==> src/rtl/motor_cmd_dispatch.sv <==
// Per-channel 2-deep motion command queue with a round-robin loader onto one shared controller load bus.
// cmd_valid to mc_load is 2 cycles minimum; a full queue rejects commands, and a channel is held off while busy or its controller is active.
module motor_cmd_dispatch #(
    parameter int NUM_CH = 10,
    parameter int DIV_W  = 16,
    parameter int STEP_W = 11,
    parameter int ACK_TO = 15
) (
    input  logic              CLOCK_25,
    input  logic              reset_n,
    input  logic              cmd_valid,
    input  logic [3:0]        cmd_ch,
    input  logic [DIV_W-1:0]  cmd_div,
    input  logic [STEP_W-1:0] cmd_steps,
    input  logic              cmd_dir,
    output logic              cmd_accept,
    output logic              cmd_reject,
    input  logic              abort_valid,
    input  logic [3:0]        abort_ch,
    output logic [NUM_CH-1:0] mc_load,
    output logic [DIV_W-1:0]  mc_div,
    output logic [STEP_W-1:0] mc_steps,
    output logic              mc_dir,
    input  logic [NUM_CH-1:0] mc_active,
    output logic [NUM_CH-1:0] q_pending,
    output logic [NUM_CH-1:0] q_full,
    output logic [NUM_CH-1:0] busy,
    output logic [NUM_CH-1:0] fault
);
    localparam int CH_W = 4;
    localparam int TO_W = $clog2(ACK_TO + 1);

    typedef struct packed {
        logic [DIV_W-1:0]  div;
        logic [STEP_W-1:0] steps;
        logic              dir;
    } motorCmd_t;

    motorCmd_t         headQ    [NUM_CH];
    motorCmd_t         tailQ    [NUM_CH];
    logic [1:0]        qCount   [NUM_CH];
    logic [TO_W-1:0]   ackTimer [NUM_CH];
    logic [NUM_CH-1:0] busyR;
    logic [NUM_CH-1:0] actR;
    logic [NUM_CH-1:0] faultR;
    logic [CH_W-1:0]   rrPtr;

    logic [NUM_CH-1:0] abortVec;
    logic [NUM_CH-1:0] pushVec;
    logic [NUM_CH-1:0] popVec;
    logic [NUM_CH-1:0] elig;
    logic              cmdOk;
    logic              grantVld;
    logic [CH_W-1:0]   grantCh;
    motorCmd_t         grantCmd;
    motorCmd_t         newCmd;

    always_comb begin
        abortVec = '0;
        pushVec  = '0;
        popVec   = '0;
        elig     = '0;
        cmdOk    = 1'b0;
        grantVld = 1'b0;
        grantCh  = '0;
        grantCmd = '0;
        newCmd   = {cmd_div, cmd_steps, cmd_dir};

        for (int c = 0; c < NUM_CH; c++) begin
            abortVec[c] = abort_valid && (abort_ch == CH_W'(c));
            elig[c]     = (qCount[c] != 2'd0) && !busyR[c] && !mc_active[c];
            // Out-of-range channels never match here, so they fall through to reject.
            if (cmd_valid && (cmd_ch == CH_W'(c)) && (cmd_steps != '0)
                && (qCount[c] != 2'd2) && !abortVec[c]) begin
                cmdOk      = 1'b1;
                pushVec[c] = 1'b1;
            end
        end

        for (int i = 0; i < NUM_CH; i++) begin
            if (!grantVld && elig[(int'(rrPtr) + i) % NUM_CH]) begin
                grantVld = 1'b1;
                grantCh  = CH_W'((int'(rrPtr) + i) % NUM_CH);
            end
        end
        // An abort on the winning channel cancels the whole grant this cycle.
        if (grantVld && abort_valid && (abort_ch == grantCh)) begin
            grantVld = 1'b0;
        end

        for (int c = 0; c < NUM_CH; c++) begin
            if (grantVld && (grantCh == CH_W'(c))) begin
                popVec[c] = 1'b1;
                grantCmd  = headQ[c];
            end
        end
    end

    always_ff @(posedge CLOCK_25 or negedge reset_n) begin
        if (!reset_n) begin
            for (int c = 0; c < NUM_CH; c++) begin
                headQ[c]    <= '0;
                tailQ[c]    <= '0;
                qCount[c]   <= 2'd0;
                ackTimer[c] <= '0;
            end
            busyR      <= '0;
            actR       <= '0;
            faultR     <= '0;
            rrPtr      <= '0;
            cmd_accept <= 1'b0;
            cmd_reject <= 1'b0;
            mc_load    <= '0;
            mc_div     <= '0;
            mc_steps   <= '0;
            mc_dir     <= 1'b0;
        end else begin
            cmd_accept <= cmdOk;
            cmd_reject <= cmd_valid && !cmdOk;
            mc_load    <= popVec;
            if (grantVld) begin
                mc_div   <= grantCmd.div;
                mc_steps <= grantCmd.steps;
                mc_dir   <= grantCmd.dir;
                rrPtr    <= (int'(grantCh) == NUM_CH - 1) ? '0 : grantCh + 1'b1;
            end

            for (int c = 0; c < NUM_CH; c++) begin
                if (popVec[c]) begin
                    busyR[c]    <= 1'b1;
                    actR[c]     <= 1'b0;
                    ackTimer[c] <= TO_W'(ACK_TO);
                end else if (busyR[c]) begin
                    actR[c] <= mc_active[c];
                    if (actR[c] && !mc_active[c]) begin
                        busyR[c] <= 1'b0;
                    end else if (!actR[c] && !mc_active[c] && (ackTimer[c] == '0)) begin
                        busyR[c]  <= 1'b0;
                        faultR[c] <= 1'b1;
                    end else if (!actR[c] && (ackTimer[c] != '0)) begin
                        ackTimer[c] <= ackTimer[c] - 1'b1;
                    end
                end

                // Pop with push only happens at count 1, so the new command becomes head.
                if (abortVec[c]) begin
                    qCount[c] <= 2'd0;
                    faultR[c] <= 1'b0;
                end else if (popVec[c] && pushVec[c]) begin
                    headQ[c] <= newCmd;
                end else if (popVec[c]) begin
                    headQ[c]  <= tailQ[c];
                    qCount[c] <= qCount[c] - 2'd1;
                end else if (pushVec[c]) begin
                    if (qCount[c] == 2'd0) headQ[c] <= newCmd;
                    else                   tailQ[c] <= newCmd;
                    qCount[c] <= qCount[c] + 2'd1;
                end
            end
        end
    end

    always_comb begin
        q_pending = '0;
        q_full    = '0;
        for (int c = 0; c < NUM_CH; c++) begin
            q_pending[c] = (qCount[c] != 2'd0);
            q_full[c]    = (qCount[c] == 2'd2);
        end
        busy  = busyR;
        fault = faultR;
    end

endmodule

==> config.mk <==
export PLATFORM = sky130hd
export DESIGN_NAME = motor_cmd_dispatch
export DESIGN_NICKNAME = d
export VERILOG_FILES = /design/src/rtl/motor_cmd_dispatch.sv
export SDC_FILE = /design/constraint.sdc
export NUM_CORES = 1
export LEC_CHECK = 0
export CORE_UTILIZATION = 35
export CTS_CLUSTER_DIAMETER = 100
export DETAILED_ROUTE_END_ITERATION = 10
export GPL_TIMING_DRIVEN = 1
export PLACE_DENSITY = 0.61
export SKIP_LAST_GASP = 1
export SYNTH_ARGS = -nofsm -noshare
export SYNTH_HDL_FRONTEND = slang
export SYNTH_SLANG_ARGS = --single-unit
==> constraint.sdc <==
create_clock -name CLOCK_25 -period 16.8 [get_ports CLOCK_25]
set_clock_uncertainty 0.2 [all_clocks]
set_input_delay 1.68 -clock CLOCK_25 [delete_from_list [all_inputs] [get_ports CLOCK_25]]
set_output_delay 1.68 -clock CLOCK_25 [all_outputs]
set_load 0.05 [all_outputs]
==> impl_metrics.toml <==
[route]
wl_per_cell_um = 22.60
highest_layer = "met5"
route.met3.wl_um = 6486
drc = 0
drt-met1-wl_um = 49350
via_count = 26733
routed_wl_um = 108700
wl_met2_um = 49090
vias_per_cell = 5.558
ant_nets = 0
first_iter_violations = 2379
dr.pass1.iters = 5

[synthesis]
yosys_warnings = 0
syn_avg_cell_area_um2 = 10.53
synth_edf_count = 0
yosysSeqAreaShare = 0.4882
yosysUniqueCellTypes = 108
syn-num-nets = 3472
synthCells = 3377
netlist_area_um2 = 35570
synth_seq_cells = 694
ys_async_sr_fraction = 1.000
ys.flop_type = "dfrtp_1"

[sta]
tns_ns = 0
grt_setup_unrepaired = "no"
holdWs_ns = 0.2765
worstMarginPinSlew_ns = 1.232
final.min_clock_period_ns = 9.427
finalSetupViolations = 0
max_freq_ghz = 0.1061
slew_headroom = 0.1785
slew_violations = 0
fin_crit_sh = 0.5611
hold_violations = 0

[worst_setup_path]
crit_type = "reg -> reg"
slowest_delay_ns = 1.11
worstPathRequired_ns = 17.08
cp_top_family = "simple AND/OR/NAND/NOR gates"
cp_max_fo = 56
critPathSlowestCell = "inv_2"
crit_path_frequent_cell = "nand2_1"
crit_chain = "clkinv_1 -> ha_1 -> nand2b_1 -> xnor2_1 -> nand2_1 -> ha_1 -> nand2b_1 -> and2_1 -> a2111oi_0 -> or3_1 -> nand2_1 -> o2111a_1 -> or3_1 -> o211ai_1 -> o2111a_2 -> nor2_2 -> buf_4 -> nor2_4 -> nand3_2 -> inv_2 -> o21ai_4 -> buf_4 -> nand2_1 -> o21ai_0"
crit_buf_inv = 4
critPathArrivalTime_ns = 9.71
worstSetupEndpointType = "flip-flop"
startpoint_type = "flip-flop"

[cells_and_area]
final_cells = 4810
final_common_cell = "dfrtp_1"
fin_nets = 3490
areaGrowthSynthToFinish_pct = 14.45
utilization = 0.4053
drive_gt1_frac = 0.1637
final_cell_mix = "dfrtp_1, nor2_1, mux2i_1, nand2_1, mux2_2"
final.fill_count = 9739

[clock_tree]
clock_sinks = 694
root_buffer = "clkbuf_16"
cts_buffers = 77
cts_resized = 0
cts_tree = "done"
clk_path_buf_depth = 3
worstSkewPairLatency_ns = 0.65
cts.reportedPaths.clkPinSlew_ns = 0.06
cts_setup_buffers = 0
cts-hold-fix-buffers = 0
cts-htree-levels = 3

[floorplanning]
die_height_um = 320.8
placementRows = 116
start_util = 0.3542
die-area_um2 = 102900
fp.dieW_um = 320.8
core-area_um2 = 100400
io_pins = 130

[global_route]
grt_max_degree = 178
grt_pass1_wl_um = 166000
antenna_found_initial = 5
track_usage = 0.2109
grt-ovfl-total = 0
grt_pass1_vias = 25596

[placement]
dp_hpwl_um = 68240
io_buffer_count = 129
dpl.cell_count = 4673
place_congestion = 0.9154

[run]
drv_cap = 0

[status]
status = "complete, no violations"

[min_path]
hold_class = "reg -> reg"
state kept, by name, summed over array words and instances (netlist names):
name and cells:
rrPtr 4, tailQ 280, mc_dir 1, mc_steps 11
actR 10, ackTimer 40, mc_div 16, mc_load 10
headQ 280, qCount 20, cmd_reject 1, busy 10
cmd_accept 1, fault 10
synthesized netlist by cell type (16+ instances only):
| master | instances | area share |
|---|---|---|
| o211ai_1 | 22 | 0.0046 |
| clkbuf_1 | 153 | 0.016 |
| nand3_1 | 39 | 0.0055 |
| inv_1 | 56 | 0.0059 |
| nand2b_1 | 45 | 0.0079 |
| o22ai_1 | 49 | 0.0086 |
| nor4_1 | 25 | 0.0044 |
| dfrtp_1 | 694 | 0.49 |
| nand2_1 | 275 | 0.029 |
| mux2i_1 | 289 | 0.081 |
| nor3_1 | 46 | 0.0065 |
| o21ai_0 | 141 | 0.020 |
| or2_2 | 16 | 0.0028 |
| nor2_1 | 310 | 0.033 |
| ha_1 | 45 | 0.016 |
| a31oi_1 | 20 | 0.0035 |
| mux2_4 | 21 | 0.0089 |
| a21oi_1 | 261 | 0.037 |
| nor2b_1 | 29 | 0.0051 |
| buf_2 | 69 | 0.0097 |
| xnor2_1 | 53 | 0.013 |
| a221oi_1 | 23 | 0.0057 |
| a22oi_1 | 19 | 0.0040 |
| nor3b_1 | 47 | 0.0099 |
| mux2_2 | 259 | 0.082 |
| or3_1 | 25 | 0.0044 |
| a221o_1 | 41 | 0.012 |
worst paths after layout:
check                          start    endpoint  slack [ns]  cells after the start
min reg2reg                headQ[75]   headQ[75]        0.28                      2
min                        headQ[75]   headQ[75]        0.28                      2
max reg2reg                 rrPtr[2]   headQ[71]        7.37                     24
max                         rrPtr[2]   headQ[71]        7.37                     24
max in group asynchronous    reset_n  headQ[148]       13.07                      3
min in group asynchronous    reset_n   tailQ[19]        0.86                      1
final cells by class:
type	instances	area, um^2	share of cell area
antenna	2	5.005	0.0001229
clock buffer	115	2250	0.05526
clock inverter	20	330.3	0.008114
inverter	70	262.8	0.006454
multi-input combinational	2361	17030	0.4182
sequential	694	17370	0.4266
tap	1357	1698	0.04171
timing repair buffer	191	1774	0.04358
cell families (layout without fill, tap and decap cells):
kind of cell	after synthesis	in the layout	share of synthesized area
flip-flops	694	694	0.4882
AND/OR/NAND/NOR	932	932	0.1250
other	0	2	0
buffers and inverters	322	396	0.03841
adder cells (fa/ha/maj)	50	50	0.01723
multiplexers	587	587	0.1811
AO/OA/AOI/OAI	729	729	0.1343
XOR/XNOR	63	63	0.01572
worst min-delay path, delay by kind of cell (launching register included):
kind            cells  cell delay [ns]
flops               1             0.34
compound gates      1             0.06
simple gates        1             0.04
stage by stage:
stage               worst slack, ns  instance area, um^2
detailed placement            7.662                38130
global placement              7.705                38130
finish                        7.373                40710
CTS                           7.633                40710
global route                  6.840                40710
floorplan                     10.51                35570
per-layer routing:
layer | up-vias | global-route usage
met5 | - | 0
met4 | 8 | 0.06794
met3 | 188 | 0.03236
met2 | 840 | 0.3278
met1 | 13507 | 0.3004
li1 | 12190 | -
Power is left out: the tool's default activity adds up to more than one toggle a clock period on the data nets, which glitch-free logic cannot reach.
